[config.mk]
export PLATFORM = sky130hd
export DESIGN_NAME = hs_tx_adapter
export DESIGN_NICKNAME = d
export VERILOG_FILES = /design/src/rtl/hs_pkg.sv /design/src/rtl/hs_fifo.sv /design/src/rtl/hs_tx_adapter.sv
export SDC_FILE = /design/constraint.sdc
export NUM_CORES = 1
export LEC_CHECK = 0
export ABC_AREA = 0
export CAP_MARGIN = 10
export CORE_ASPECT_RATIO = 0.9
export CORE_MARGIN = 2
export CORE_UTILIZATION = 50
export CTS_CLUSTER_DIAMETER = 80
export DETAILED_ROUTE_END_ITERATION = 12
export GPL_TIMING_DRIVEN = 0
export PLACE_DENSITY = 0.73
export SKIP_CTS_REPAIR_TIMING = 1
export SLEW_MARGIN = 20
export SYNTH_ARGS = -nofsm -noshare
export SYNTH_HDL_FRONTEND = slang
export SYNTH_HIERARCHICAL = 1
export SYNTH_SLANG_ARGS = --single-unit
[constraint.sdc]
create_clock -name clk -period 4.5 [get_ports clk]
set_input_delay 0.9 -clock clk [delete_from_list [all_inputs] [get_ports clk]]
set_output_delay 0.9 -clock clk [all_outputs]
set_load 0.02 [all_outputs]
[src/rtl/hs_pkg.sv]
// Shared types for the four-phase transmit adapter.
// Latency: none (types and constants only).
// Backpressure: n/a.
package hs_pkg;

  // Handshake sequencer states: wait for work, hold request, wait for ack release.
  typedef enum logic [1:0] {
    IDLE    = 2'd0,
    REQ     = 2'd1,
    RELEASE = 2'd2
  } hs_tx_state_e;

  localparam int DATA_W_DEFAULT = 16;

endpackage

[src/rtl/hs_fifo.sv]
// Small synchronous FIFO; the head word is visible combinationally on rdata.
// Latency: a word pushed at edge n is at the head (empty=0) after edge n.
// Backpressure: push is ignored while full (even with a same-cycle pop); pop is ignored while empty.
module hs_fifo #(
  parameter int DATA_W = 16,
  parameter int DEPTH  = 4
) (
  input  logic              clk,
  input  logic              rst,
  input  logic              push,
  input  logic              pop,
  input  logic [DATA_W-1:0] wdata,
  output logic [DATA_W-1:0] rdata,
  output logic              full,
  output logic              empty
);

  localparam int AW = $clog2(DEPTH);

  // Pointers carry an extra wrap bit so full and empty are distinguishable.
  logic [AW:0]       wr_ptr_q, wr_ptr_d;
  logic [AW:0]       rd_ptr_q, rd_ptr_d;
  logic [DATA_W-1:0] mem_q [DEPTH];
  logic              do_push;
  logic              do_pop;

  assign empty   = (wr_ptr_q == rd_ptr_q);
  assign full    = (wr_ptr_q[AW] != rd_ptr_q[AW]) &&
                   (wr_ptr_q[AW-1:0] == rd_ptr_q[AW-1:0]);
  assign do_push = push && !full;
  assign do_pop  = pop && !empty;
  assign rdata   = mem_q[rd_ptr_q[AW-1:0]];

  // Next-pointer computation from the qualified push/pop strobes.
  always_comb begin
    wr_ptr_d = wr_ptr_q;
    rd_ptr_d = rd_ptr_q;
    if (do_push) wr_ptr_d = wr_ptr_q + 1'b1;
    if (do_pop)  rd_ptr_d = rd_ptr_q + 1'b1;
  end

  // Pointer registers; reset empties the FIFO.
  always_ff @(posedge clk) begin
    if (rst) begin
      wr_ptr_q <= '0;
      rd_ptr_q <= '0;
    end else begin
      wr_ptr_q <= wr_ptr_d;
      rd_ptr_q <= rd_ptr_d;
    end
  end

  // Storage array; contents need no reset since the pointers gate visibility.
  always_ff @(posedge clk) begin
    if (do_push) mem_q[wr_ptr_q[AW-1:0]] <= wdata;
  end

endmodule

[src/rtl/hs_tx_adapter.sv]
// Buffers valid/ready words and sends each across the CDC with a four-phase req/ack handshake.
// Latency: word accepted at edge n raises req_l after edge n+1; ack adds 0 cycles (2 with HS_TX_ACK_SYNC_EN).
// Backpressure: in_ready = !full; a full FIFO stalls upstream until the IDLE->REQ pop frees an entry.
// Optional macro HS_TX_ACK_SYNC_EN: insert a 2-flop synchronizer on ack_l.
module hs_tx_adapter
  import hs_pkg::*;
#(
  parameter int DATA_W = DATA_W_DEFAULT,
  parameter int DEPTH  = 4,
  parameter int CNT_W  = 16
) (
  input  logic              clk,
  input  logic              rst,
  input  logic              in_valid,
  output logic              in_ready,
  input  logic [DATA_W-1:0] in_data,
  output logic              req_l,
  input  logic              ack_l,
  output logic [DATA_W-1:0] data_l,
  output logic              busy,
  output logic [CNT_W-1:0]  xfer_cnt
);

  hs_tx_state_e      state_q;
  logic              req_q;
  logic              busy_q;
  logic [DATA_W-1:0] data_q;
  logic [CNT_W-1:0]  cnt_q;

  logic              fifo_full;
  logic              fifo_empty;
  logic [DATA_W-1:0] fifo_rdata;
  logic              fifo_pop;
  logic              ack_s;

  assign in_ready = !fifo_full;
  assign fifo_pop = (state_q == IDLE) && !fifo_empty;

  hs_fifo #(
    .DATA_W (DATA_W),
    .DEPTH  (DEPTH)
  ) u_fifo (
    .clk   (clk),
    .rst   (rst),
    .push  (in_valid),
    .pop   (fifo_pop),
    .wdata (in_data),
    .rdata (fifo_rdata),
    .full  (fifo_full),
    .empty (fifo_empty)
  );

`ifdef HS_TX_ACK_SYNC_EN
  logic [1:0] ack_sync_q;

  // Two-stage synchronizer: ack_l may come straight from the receiving domain.
  always_ff @(posedge clk) begin
    if (rst) ack_sync_q <= 2'b00;
    else     ack_sync_q <= {ack_sync_q[0], ack_l};
  end

  assign ack_s = ack_sync_q[1];
`else
  assign ack_s = ack_l;
`endif

  // Handshake sequencer with registered req/data/busy/count outputs.
  always_ff @(posedge clk) begin
    if (rst) begin
      state_q <= IDLE;
      req_q   <= 1'b0;
      busy_q  <= 1'b0;
      data_q  <= '0;
      cnt_q   <= '0;
    end else begin
      case (state_q)
        IDLE: begin
          // An ack seen here is stale or spurious and is deliberately ignored.
          if (!fifo_empty) begin
            data_q  <= fifo_rdata;
            req_q   <= 1'b1;
            busy_q  <= 1'b1;
            state_q <= REQ;
          end
        end
        REQ: begin
          if (ack_s) begin
            req_q   <= 1'b0;
            cnt_q   <= cnt_q + 1'b1;
            state_q <= RELEASE;
          end
        end
        RELEASE: begin
          // data_l stays put until the receiver drops ack.
          if (!ack_s) begin
            busy_q  <= 1'b0;
            state_q <= IDLE;
          end
        end
        default: begin
          req_q   <= 1'b0;
          busy_q  <= 1'b0;
          state_q <= IDLE;
        end
      endcase
    end
  end

  assign req_l    = req_q;
  assign data_l   = data_q;
  assign busy     = busy_q;
  assign xfer_cnt = cnt_q;

endmodule

==> key figures <==
Global routing
  • Largest net degree at the start of global routing: 23
  • Vias in the first global route: 2644
  • Remaining global-route overflow: 0
  • GRT Total Usage: 0.1896
  • First-pass GRT wire length: ~13000 um
  • Initial antenna violation count: 0

Logic synthesis
  • Synthesis warning total: 6
  • Primary FF master, synth: edfxtp_1
  • Ranking of synthesized cells by area: edfxtp_1 44%, dfxtp_1 20%, mux4_2 8.3%
  • Syn Inst Count: 324
  • Register bit count reported by yosys: between 100 and 150
  • Synth area leader: edfxtp_1
  • Yosys top cell area share: 0.4414
  • Net Count, Synth: 350
  • Library cells used by synthesis: 47
  • Post-synthesis sequential area ratio: 0.6437
  • Post-Syn Area: 0.004354 mm^2
  • Synthesized area per cell: ~13 um^2
  • FFs w/ async S/R, synth: 0
  • Post-synth EDFFs: 64

Power and ir drop
  • Net Sw Power: between 900 and 1000 uW
  • Clock Power Share: 0.227
  • Reg power frac: 0.461
  • LEAKAGE: 0.001753 uW
  • Power per cell area: about 540 mW/mm^2
  • P_int: 1882 uW
  • Combinational cell fraction of total power: 0.313
  • Switching Share: 0.3395
  • Worst VDD drop: around 0.41 mV

Status
  • Run status: complete, no violations

Routing
  • Vias per cell: about 5.4
  • Routed wire length: roughly 8300 um
  • DRC violations left: 0
  • Antenna Nets Post-Route: 0
  • DR pass1 iterations: 4
  • Wirelength per Cell: about 16 um
  • Initial drt markers: 239
  • Vias: about 2.8k

Placed design
  • Placed insts: between 400 and 500
  • Port Buffer Count: 53
  • Gpl congestion: around 0.80
  • Dpl ws: roughly 1.2 ns
  • HPWL after DPL: around 5600 um

Layout
  • Layout cell share with drive strength beyond 1: 0.1221
  • Post-route insts no fill: between 500 and 600
  • # diodes: 0
  • Nets: ~410
  • P&R area growth vs syn: 21.32%
  • Most frequent cells in the layout: 64 x edfxtp_1, 53 x clkdlybuf4s50_1, 44 x dfxtp_1, 41 x nand2_1, 25 x a21oi_1
  • Commonest non-fill, non-tap cell in the layout: edfxtp_1

Timing
  • Tightest Pin Transition: between 0.9 and 1 ns
  • F_max: approximately 300 MHz
  • Worst setup margin: between 1 and 1.5 ns
  • Clock Skews: between 0.015 and 0.02 ns
  • Period Utilization, post-route: 0.7365
  • Final Max Tran Viols: 0
  • RSZ-0062 raised after global routing: false
  • Final setup viols: 0
  • Final Critical Period: around 3.3 ns
  • Slew margin rel.: 0.3755
  • Final hold vios: 0
  • Setup TNS Final: 0 ns

Die
  • Die area: approximately 0.0095 mm^2
  • Row count: 32
  • DIE WIDTH: a little over 100 um
  • Ports: 55
  • Initial Util: 0.5106
  • Core area: between 0.008 and 0.009 mm^2
  • Die H: between 90 and 100 um

Hold path
  • Hold depth: 2
  • Worst hold path type: flip-flop to flip-flop

Setup path
  • FF-to-FF setup slack: 1.21 ns
  • WP data required: 3.60 ns
  • Worst r2r src: u_fifo/wr_ptr_q[0]$_SDFFE_PP0P_
  • CP endpoint kind: output pin
  • Critical Path AT: around 2.4 ns
  • Crit-path max FO: 8
  • Critical path endpoint: in_ready
  • FF-to-FF path depth: 10
  • Worst setup SP type: flip-flop
  • Setup CP Type: flip-flop to output pin
  • Worst Setup SP: u_fifo/wr_ptr_q[0]$_SDFFE_PP0P_

Clock tree
  • Worst-Skew Late Latency: about 0.37 ns
  • Root Buffer: clkbuf_8
  • Clock Sinks: between 100 and 150
  • Total CTS buffers: 9
  • H-Tree Depth: 3
  • CTS max path bufs: 2
  • CTS clk-pin slew, worst paths: between 0.1 and 0.15 ns
  • CTS tree: built

Flow run
  • Max-cap viol count: 0
-- cell families after synthesis --
family                   synth area share
AO/OA/AOI/OAI                     0.06926
XOR/XNOR                          0.03218
adder cells (fa/ha/maj)           0.01724
buffers and inverters             0.03017
flip-flops                         0.6437
multiplexers                      0.08506
AND/OR/NAND/NOR                    0.1224
-- routing by layer --
layer | vias to the layer above | track usage | share of wire
met5 | - | 0 | 0
met4 | 0 | 0.05778 | 0.0097
met3 | 5 | 0.04377 | 0.054
met2 | 75 | 0.3109 | 0.49
met1 | 1351 | 0.2522 | 0.44
li1 | 1335 | - | -
-- worst min path at each step --
| stage | start | endpoint |
|---|---|---|
| after floorplan | u_fifo/rd_ptr_q[2]$_SDFFE_PP0P_ | u_fifo/rd_ptr_q[2]$_SDFFE_PP0P_ |
| after global placement | data_l[10]$_SDFFE_PP0P_ | data_l[10]$_SDFFE_PP0P_ |
| after detailed placement | data_l[8]$_SDFFE_PP0P_ | data_l[8]$_SDFFE_PP0P_ |
| after CTS | data_l[1]$_SDFFE_PP0P_ | data_l[1]$_SDFFE_PP0P_ |
| after global routing | data_l[11]$_SDFFE_PP0P_ | data_l[11]$_SDFFE_PP0P_ |
| final | data_l[5]$_SDFFE_PP0P_ | data_l[5]$_SDFFE_PP0P_ |
-- cells in the mapped netlist (all sizes together), types with 5 or more instances --
| cell type | instances |
|---|---|
| a21oi | 25 |
| buf | 8 |
| clkbuf | 8 |
| dfxtp | 44 |
| edfxtp | 64 |
| ha | 6 |
| inv | 9 |
| mux4 | 16 |
| nand2 | 41 |
| nand3 | 8 |
| nand4 | 5 |
| nor2 | 14 |
| o211ai | 5 |
| o21ai | 8 |
| or3 | 5 |
| or4 | 5 |
| xnor2 | 10 |
| xor2 | 6 |
-- metrics by stage --
step | utilization | hold slack (ns) | cell area, um^2 | total power [uW]
6_report | 0.6194 | 0.4660 | 5283 | 2849
2_1_floorplan | - | 0.4938 | 4354 | 1885
4_1_cts | 0.6194 | 0.4684 | 5283 | 2880
3_5_place_dp | 0.5920 | 0.4506 | 5049 | 2236
5_1_grt | 0.6194 | 0.4923 | 5283 | 3014
3_3_place_gp | 0.5902 | 0.4446 | 5034 | 2206
-- state kept, by name, summed over array words and instances (netlist names), named ones only --
| name | flops |
|---|---|
| u_fifo/mem_q | 64 |
| data_l | 16 |
| xfer_cnt | 16 |
| u_fifo/rd_ptr_q | 3 |
| u_fifo/wr_ptr_q | 3 |
| state_q | 2 |
| busy | 1 |
| req_l | 1 |
-- cell type report --
cell class / count / area (um^2)
buffer: 16 / 93.84
clock buffer: 9 / 123.9
clock inverter: 7 / 110.1
fill: 681 / 3246
inverter: 10 / 37.54
multi-input combinational: 190 / 1435
sequential: 108 / 2803
tap: 119 / 148.9
timing repair buffer: 53 / 530.5
-- worst max-delay path, stage by stage (launching register included) --
cell,delay [ns]
dfxtp_1,0.41
xnor2_1,0.61
nand2_1,0.30
nor2_1,0.16
inv_1,0.04
clkdlybuf4s50_1,0.52
-- power groups by stage --
stage	logic, uW	registers (uW)	clock network, uW
after floorplan	479	1410	0
after global placement	878	1330	0
after detailed placement	903	1330	0
after CTS	904	1310	663
after global routing	982	1330	703
final	891	1310	645
Power figures use the tool's default switching activity.
